<file path="src/rtl/rgb_pwm_pkg.sv">
// Shared constants, duty type and slew helper for the RGB PWM driver.
// Latency: n/a (package only).
// Backpressure: n/a.
package rgb_pwm_pkg;

    localparam int DUTY_W       = 8;
    localparam int PWM_CNT_MAX  = 255;
    localparam int PRESCALE_DEF = 195;   // ~1 kHz PWM from a 50 MHz clock
    localparam int STEP_DEF     = 4;

    typedef logic [DUTY_W-1:0] duty_t;

    // Move act toward tgt by at most step; step 0 means jump straight to tgt.
    // Steps only when the gap exceeds step, so it never overshoots or wraps.
    function automatic duty_t slew_next(duty_t act, duty_t tgt, duty_t step);
        duty_t diff;
        if (tgt >= act) begin
            diff = tgt - act;
        end else begin
            diff = act - tgt;
        end
        if ((step == '0) || (diff <= step)) begin
            return tgt;
        end else if (tgt > act) begin
            return act + step;
        end else begin
            return act - step;
        end
    endfunction

endpackage

</file>
<file path="src/rtl/pwm_slew_channel.sv">
// One colour channel: target register, slewed active duty, PWM compare output.
// Latency: target 1 clk; active duty updates only at period boundary; pwm 1 clk after counter.
// Backpressure: none; PWM_ACTIVE_LOW_EN inverts pwm_o (idle/reset level becomes 1).
module pwm_slew_channel
    import rgb_pwm_pkg::*;
#(
    parameter int STEP = STEP_DEF
) (
    input  logic              clk_i,
    input  logic              rst_ni,
    input  logic [DUTY_W-1:0] tgt_i,
    input  logic              enable_i,
    input  logic              boundary_i,
    input  logic [DUTY_W-1:0] pwm_cnt_i,
    output logic              pwm_o,
    output logic              match_o
);

    // Steps larger than the duty range behave like an immediate jump.
    localparam duty_t STEP_D = (STEP > PWM_CNT_MAX) ? duty_t'(PWM_CNT_MAX) : duty_t'(STEP);

`ifdef PWM_ACTIVE_LOW_EN
    localparam logic PWM_IDLE = 1'b1;
`else
    localparam logic PWM_IDLE = 1'b0;
`endif

    duty_t tgt_q;
    duty_t act_q, act_d;
    logic  pwm_q, pwm_d;

    // Next active duty (boundary only) and next pin level.
    always_comb begin
        act_d = act_q;
        if (boundary_i) begin
            act_d = slew_next(act_q, tgt_q, STEP_D);
        end
        pwm_d = PWM_IDLE ^ (enable_i && (pwm_cnt_i < act_q));
    end

    // Channel state; reset drives the pin to its idle level without a clock.
    always_ff @(posedge clk_i or negedge rst_ni) begin
        if (!rst_ni) begin
            tgt_q <= '0;
            act_q <= '0;
            pwm_q <= PWM_IDLE;
        end else begin
            tgt_q <= tgt_i;
            act_q <= act_d;
            pwm_q <= pwm_d;
        end
    end

    assign pwm_o   = pwm_q;
    assign match_o = (act_q == tgt_q);

endmodule

</file>
<file path="src/rtl/rgb_pwm_driver.sv">
// RGB LED PWM driver: shared prescaler/period counter, three slewed duty channels.
// Latency: inputs sampled 1 clk, applied at next period boundary; pins registered.
// Backpressure: none; enable=0 parks counters and forces pins idle. Macro: PWM_ACTIVE_LOW_EN.
module rgb_pwm_driver
    import rgb_pwm_pkg::*;
#(
    parameter int PRESCALE = PRESCALE_DEF,
    parameter int STEP     = STEP_DEF
) (
    input  logic              clk,
    input  logic              rst,
    input  logic [DUTY_W-1:0] R_time_in,
    input  logic [DUTY_W-1:0] G_time_in,
    input  logic [DUTY_W-1:0] B_time_in,
    input  logic              enable,
    output logic              pwm_r,
    output logic              pwm_g,
    output logic              pwm_b,
    output logic              period_start,
    output logic              settled
);

    // PRESCALE of 1 still needs a one-bit counter that simply stays at 0.
    localparam int                PRE_W    = (PRESCALE > 1) ? $clog2(PRESCALE) : 1;
    localparam logic [PRE_W-1:0]  PRE_LAST = PRE_W'(PRESCALE - 1);

    logic [PRE_W-1:0] pre_cnt_q, pre_cnt_d;
    duty_t            pwm_cnt_q, pwm_cnt_d;
    logic             tick;
    logic             boundary;
    logic [2:0]       match;

    assign tick     = enable && (pre_cnt_q == PRE_LAST);
    assign boundary = tick && (pwm_cnt_q == duty_t'(PWM_CNT_MAX));

    // Prescaler and period counter; both held at 0 while disabled.
    always_comb begin
        pre_cnt_d = pre_cnt_q;
        pwm_cnt_d = pwm_cnt_q;
        if (!enable) begin
            pre_cnt_d = '0;
            pwm_cnt_d = '0;
        end else if (tick) begin
            pre_cnt_d = '0;
            pwm_cnt_d = pwm_cnt_q + duty_t'(1);
        end else begin
            pre_cnt_d = pre_cnt_q + PRE_W'(1);
        end
    end

    // Counter registers.
    always_ff @(posedge clk or negedge rst) begin
        if (!rst) begin
            pre_cnt_q <= '0;
            pwm_cnt_q <= '0;
        end else begin
            pre_cnt_q <= pre_cnt_d;
            pwm_cnt_q <= pwm_cnt_d;
        end
    end

    pwm_slew_channel #(.STEP(STEP)) u_ch_r (
        .clk_i      (clk),
        .rst_ni     (rst),
        .tgt_i      (R_time_in),
        .enable_i   (enable),
        .boundary_i (boundary),
        .pwm_cnt_i  (pwm_cnt_q),
        .pwm_o      (pwm_r),
        .match_o    (match[0])
    );

    pwm_slew_channel #(.STEP(STEP)) u_ch_g (
        .clk_i      (clk),
        .rst_ni     (rst),
        .tgt_i      (G_time_in),
        .enable_i   (enable),
        .boundary_i (boundary),
        .pwm_cnt_i  (pwm_cnt_q),
        .pwm_o      (pwm_g),
        .match_o    (match[1])
    );

    pwm_slew_channel #(.STEP(STEP)) u_ch_b (
        .clk_i      (clk),
        .rst_ni     (rst),
        .tgt_i      (B_time_in),
        .enable_i   (enable),
        .boundary_i (boundary),
        .pwm_cnt_i  (pwm_cnt_q),
        .pwm_o      (pwm_b),
        .match_o    (match[2])
    );

    // Decoded from registers so it is high in the very first enabled cycle.
    assign period_start = enable && (pwm_cnt_q == '0) && (pre_cnt_q == '0);
    assign settled      = &match;

endmodule

</file>
<file path="config.mk">
export PLATFORM = sky130hd
export DESIGN_NAME = rgb_pwm_driver
export DESIGN_NICKNAME = d
export VERILOG_FILES = /design/src/rtl/rgb_pwm_pkg.sv /design/src/rtl/pwm_slew_channel.sv /design/src/rtl/rgb_pwm_driver.sv
export SDC_FILE = /design/constraint.sdc
export NUM_CORES = 1
export LEC_CHECK = 0
export ABC_AREA = 1
export CAP_MARGIN = 10
export CORE_ASPECT_RATIO = 2
export CORE_MARGIN = 2
export CORE_UTILIZATION = 40
export CTS_CLUSTER_SIZE = 12
export DETAILED_ROUTE_END_ITERATION = 10
export PLACE_DENSITY_LB_ADDON = 0.3
export SETUP_SLACK_MARGIN = 0.1
export SLEW_MARGIN = 0
export SYNTH_ARGS = -nofsm -noshare
export SYNTH_HDL_FRONTEND = slang
export SYNTH_SLANG_ARGS = --single-unit
</file>
<file path="constraint.sdc">
create_clock -name clk -period 3.3 [get_ports clk]
set_input_delay 0.495 -clock clk [delete_from_list [all_inputs] [get_ports clk]]
set_output_delay 0.495 -clock clk [all_outputs]
set_load 0.01 [all_outputs]
</file>
==> run metrics, run 1 <==
CP startpoint kind register; period utilization 94.0%; grt total ovfl 0; switch share 29.9%; share of the synthesized area in the top cell type 26.5%; final WL 14,900 um; register area share after synthesis 26.5%; Finish-stage setup viols 0; Hold Vio Cnt, Final 0; clk_lat worst skew 0.34 ns; Post-synth top cells nand2_1, inv_1, nand3_1; Cell variety after synth 45; Row Count 65; most frequent cell after synthesis nand2_1; RSZ-0062 raised after global routing yes; power share of the clock group 40.7%; setup TNS 0 ns; Syn-to-layout area delta 12.9%; Die Area 16,900 um^2; M2 GR Usage 32.1%; Layout Skew 0.00663 ns; Max Fclk 322 MHz; crit end category output pin; die width 93.0 um; Reg clk slew, reported paths 0.06 ns; starting density of the core 40.5%; VDD IR max 0.000233 V; Post-Synthesis Cells 892; Slew @ Worst Pin 0.871 ns; Max-Cap Viols 0; CTS Hold Bufs 0; CTS tree done; CP max FO 6; Post-synth EDFFs 0; initial antenna violation count 0; met3 capacity usage during global routing 3.20%; Hold WC Path Type input pin to async pin; P_int 1.50 mW; CTS root buf clkbuf_16; largest net degree at the start of global routing 68; GRT Max-Usage Layer met2; Routed Antenna Nets 0; DP Cell Count 1,116; critical path arrival 2.61 ns; PD cells 299 nW/um^2; Sw Pwr 639 uW; core area 15,600 um^2; TritonCTS Sinks 67; Final Total Pwr 2.14 mW; area leader, netlist dfrtp_1; Max clock buf depth 2; Final Non-Filler Cells 1,131; cts bufs inserted 9; Synth Warn # 0; vias in the first global route 5,594; routed vias/inst 4.97; Seq pwr share 40.2%; met1 usage 22.8%; syn avg cell area 7.10 um^2; io pins 32; Fin Hold WS 0.246 ns; FILL cells 1,613; Avg WL per Cell 13.1 um; Comb pwr share 19.1%; CTS HTree Levels 3; first-pass GRT wire length 25,600 um; outcome completed; Synth Register Bits 67; number of iterations in the first detailed-routing pass 5; count of pins over their slew limit 0; Mapped Nets 1,011; fin util 45.8%; ANT cells 0; via count 5,625; Max-slew headroom 42.0%; asr flop ratio synth 100%; synth top area cells dfrtp_1, ha_1, nand2_1; Layout Nets 1,045; gp weighted congestion 0.892; GRT Total Usage 18.5%; layout cells sized above 1 7.74%; Tmin final 3.10 ns; synthesized area 6330 um^2; Setup CP Type register to output pin; Die Ht 182 um; CP required 2.80 ns; prevailing post-synth register cell dfrtp_1; Leak Pwr 3.85 nW; Remaining DRCs 0; Port-buffer cells 31; DPL Wire Length 11,600 um; Detailed Route Iter0 Violations 294
## worst max-delay path, cell delays in order (launching register included)
cell	delay [ns]
dfrtp_1	0.44
inv_1	0.11
ha_1	0.41
nand2_2	0.09
nor2_2	0.16
nand2_1	0.22
nor3_2	0.28
clkdlybuf4s50_1	0.57
## placed cells by master (no fill, tap or decap), drive strengths merged, types with 14 or more instances in the layout
master / Yosys / routed
ha: 83 / 83
dfrtp: 67 / 67
nand3: 94 / 94
nand2: 272 / 272
nor2: 51 / 51
nor3: 14 / 14
o21ai: 19 / 19
clkdlybuf4s50: 0 / 30
a21oi: 51 / 51
inv: 162 / 162
nand4: 20 / 20
## metrics by stage
step / setup slack (ns) / cell area, um^2
6_report: 0.198 / 7150
5_1_grt: 0.0814 / 7150
4_1_cts: 0.117 / 7090
3_5_place_dp: 0.283 / 6830
3_3_place_gp: 0.339 / 6830
2_1_floorplan: 0.531 / 6330
## logic make-up (layout without fill, tap and decap cells)
group / after synthesis / count (layout) / synth area share, %
fa+ha+maj: 92 / 92 / 19.2
compound gates: 79 / 79 / 7.11
buf+inv: 173 / 211 / 10.8
xor+xnor: 19 / 19 / 2.63
flops: 67 / 67 / 26.5
simple gates: 462 / 462 / 33.7
## registers in the layout, indices dropped and copies added, names as in the netlist
register and cells:
pre_cnt_q 8, pwm_cnt_q 8, u_ch_b.act_q 8, u_ch_b.pwm_o 1, u_ch_b.tgt_q 8, u_ch_g.act_q 8, u_ch_g.pwm_o 1, u_ch_g.tgt_q 8
u_ch_r.act_q 8, u_ch_r.pwm_o 1, u_ch_r.tgt_q 8
## final cells by class
class / count / area [um^2] / share of cell area, %
Clock buffer: 10 / 229 / 3.20
Clock inverter: 5 / 31.3 / 0.438
Inverter: 163 / 612 / 8.56
Multi-Input combinational cell: 652 / 4020 / 56.3
Sequential cell: 67 / 1680 / 23.5
Tap cell: 201 / 251 / 3.52
Timing Repair Buffer: 33 / 323 / 4.52
## final timing paths
check / from / endpoint / slack, ns / cells past startpoint
worst max register to register: u_ch_b.act_q[0]$_DFFE_PN0P_ / u_ch_b.act_q[7]$_DFFE_PN0P_ / 0.36 / 18
worst min register to register: pre_cnt_q[0]$_DFF_PN0_ / pre_cnt_q[0]$_DFF_PN0_ / 0.47 / 1
worst max-delay path: u_ch_r.act_q[4]$_DFFE_PN0P_ / settled / 0.20 / 7
max in group asynchronous: rst / u_ch_r.act_q[2]$_DFFE_PN0P_ / 2.40 / 1
min in group clk: pre_cnt_q[0]$_DFF_PN0_ / pre_cnt_q[0]$_DFF_PN0_ / 0.47 / 1
worst min-delay path: rst / u_ch_r.tgt_q[5]$_DFF_PN0_ / 0.25 / 1
## power by group through the flow
stage / Sequential [mW] / Combinational [mW] / Clock, mW
2_1_floorplan: 0.868 / 0.287 / 0
3_3_place_gp: 0.872 / 0.394 / 0
3_5_place_dp: 0.872 / 0.401 / 0
4_1_cts: 0.858 / 0.404 / 0.900
5_1_grt: 0.861 / 0.466 / 0.935
6_report: 0.858 / 0.408 / 0.870
## routing by layer
layer  share of wire [%]  vias to the layer above  routed length [um]
li1                    -                     2904                   -
met1                  43                     2595                6420
met2                  51                      101                7580
met3                 3.4                       25                 510
met4                 2.3                        0                 348
met5                   0                        -                   0
## what timing repair did
action                                  CTS  global route
endpoints found under the setup margin    0             5
buffers inserted                          0             0
resized for setup                         0            11
Power figures use the tool's default switching activity.
==> run 2: changes to the inputs <==
--- a/config.mk
+++ b/config.mk
@@ -7,9 +7,12 @@
 export LEC_CHECK = 0
 export ABC_AREA = 1
 export CAP_MARGIN = 10
+export CELL_PAD_IN_SITES_DETAIL_PLACEMENT = 1
+export CELL_PAD_IN_SITES_GLOBAL_PLACEMENT = 2
 export CORE_ASPECT_RATIO = 2
 export CORE_MARGIN = 2
-export CORE_UTILIZATION = 40
+export CORE_UTILIZATION = 36
+export CTS_CLUSTER_DIAMETER = 100
 export CTS_CLUSTER_SIZE = 12
 export DETAILED_ROUTE_END_ITERATION = 10
 export PLACE_DENSITY_LB_ADDON = 0.3
==> run metrics, run 2 (synthesis results as in run 1) <==
Critical-path top delay cell clkdlybuf4s50_1; Avg WL per Cell 16.5 um (+26%); Slew @ Worst Pin 0.928 ns (+0.0571 ns); number of iterations in the first detailed-routing pass 6 (+1); Tmin final 3.02 ns (-0.0788 ns); Setup WS pre-CTS 0.124 ns (-0.159 ns); setup TNS 0 ns (unchanged); CTS root buf clkbuf_16; Max-Cap Viols 0 (unchanged); Die Ht 192 um (+5.3%); CP max FO 6 (unchanged); layout cells sized above 1 8.85% (+1.1 points); io pins 32 (unchanged); fin util 42.0% (-3.8 points); setup bufs post-CTS 0 (unchanged); Syn-to-layout area delta 14.6%; Hold Vio Cnt, Final 0 (unchanged); RSZ-0062 raised after global routing yes; commonest non-fill, non-tap cells in the layout nand2_1, inv_1, nand3_1, ha_1, dfrtp_1; Layout Nets 1,052 (+0.67%); CTS tree done; worst r2r path cells 18 (unchanged); routed vias/inst 5.06 (+1.7%); most common cell after layout, fill and taps aside nand2_1; Port-buffer cells 31 (unchanged); Max clock buf depth 2 (unchanged); vias in the first global route 6,360 (+14%); R2R Setup Slk 0.38 ns (+0.02 ns); period utilization 91.6% (-2.4 points); Crit Reg-Reg Startpoint u_ch_b.act_q[0]$_DFFE_PN0P_; crit end category output pin; ANT cells 0 (unchanged); CP required 2.80 ns (about the same); Max Fclk 331 MHz (+2.6%); first-pass GRT wire length 30,900 um (+21%); grt total ovfl 0 (unchanged); R2R Path End u_ch_b.act_q[7]$_DFFE_PN0P_; PostCTS Resize Cnt 1 (+1); outcome completed; VDD IR max 0.000237 V (+1.6%); Leak Pwr 3.89 nW (+1.2%); Hold WC Path Type input pin to async pin; CTS Hold Bufs 0 (unchanged); TritonCTS Sinks 67 (unchanged); core area 17,300 um^2 (+11%); CP startpoint kind register; DPL Wire Length 15,500 um (+33%); largest net degree at the start of global routing 68 (unchanged); Die Area 18,700 um^2 (+11%); Remaining DRCs 0 (unchanged); Routed Antenna Nets 0 (unchanged); Finish-stage setup viols 0 (unchanged); Row Count 68 (+4.6%); Crit path largest cell delay 0.56 ns (about the same); final WL 18,900 um (+27%); cells along the critical path inv_1 -> ha_1 -> nand2_2 -> nor2_2 -> nand2_1 -> nor3_2 -> clkdlybuf4s50_1; Detailed Route Iter0 Violations 148 (-50%); die width 97.8 um (+5.2%); clk_lat worst skew 0.35 ns (about the same); critical path arrival 2.53 ns (-0.08 ns); initial antenna violation count 0 (unchanged); Layout Skew 0.00844 ns (+0.00182 ns); Max-slew headroom 38.2% (-3.8 points); Reg clk slew, reported paths 0.06 ns (about the same); cts bufs inserted 9 (unchanged); Setup CP Type register to output pin; PD cells 314 nW/um^2 (+5.1%); via count 5,808 (+3.3%); count of pins over their slew limit 0 (unchanged); gp weighted congestion 0.852 (-4.5%); GRT Total Usage 21.2% (+2.7 points); starting density of the core 36.7% (-3.9 points); setup ws final 0.277 ns (+0.0788 ns); CTS HTree Levels 3 (unchanged)
## run 2: worst max-delay path by stage
stage                                startpoint                           to  slack (ns)
finish              u_ch_r.act_q[4]$_DFFE_PN0P_                      settled        0.28
global route        u_ch_b.act_q[4]$_DFFE_PN0P_  u_ch_b.act_q[7]$_DFFE_PN0P_        0.08
CTS                 u_ch_b.act_q[2]$_DFFE_PN0P_  u_ch_b.act_q[7]$_DFFE_PN0P_        0.12
detailed placement  u_ch_b.act_q[2]$_DFFE_PN0P_  u_ch_b.act_q[7]$_DFFE_PN0P_        0.12
global placement    u_ch_b.act_q[2]$_DFFE_PN0P_  u_ch_b.act_q[7]$_DFFE_PN0P_        0.19
floorplan           u_ch_g.act_q[0]$_DFFE_PN0P_  u_ch_g.act_q[7]$_DFFE_PN0P_        0.53
## run 2: final cells by class
type	count	area, um^2
multi-input cells	652	4030
well taps	210	263
repair buffers	40	375
fillers	2261	10000
clock inverters	6	65.1
flip-flops and latches	67	1680
inverters	163	612
clock buffers	10	229
## run 2: worst max-delay path: cells and delay by family (launching register included)
kind | cells | cell delay [ns]
buffers and inverters | 2 | 0.67
adders and majority gates | 1 | 0.42
and+or+nand+nor | 4 | 0.66
DFF | 1 | 0.44
## run 2: routing by layer
layer / wire length (um) / track usage [%] / part of all wire, % / up-vias
met5: 0 / 0 / 0 / -
met4: 717 / 10.1 / 3.8 / 0
met3: 291 / 2.19 / 1.5 / 43
met2: 11200 / 44.3 / 59 / 66
met1: 6760 / 19.7 / 36 / 2785
li1: - / - / - / 2914
## run 2: report_power, final
group | switching, mW | internal [mW] | total, mW
Combinational | 0.271 | 0.159 | 0.430
Sequential | 0.0172 | 0.841 | 0.858
Clock | 0.404 | 0.587 | 0.990
Total | 0.692 | 1.59 | 2.28
## run 2: metrics by stage
stage                     power (mW)  std cells  area, um^2  hold WS, ns
final                           2.28       1148        7250        0.271
after global routing            2.40       1148        7250        0.351
after CTS                       2.31       1148        7190        0.317
after detailed placement        1.30       1132        6890        0.452
after global placement          1.30       1132        6890        0.442
after floorplan                 1.15        892        6330        0.199
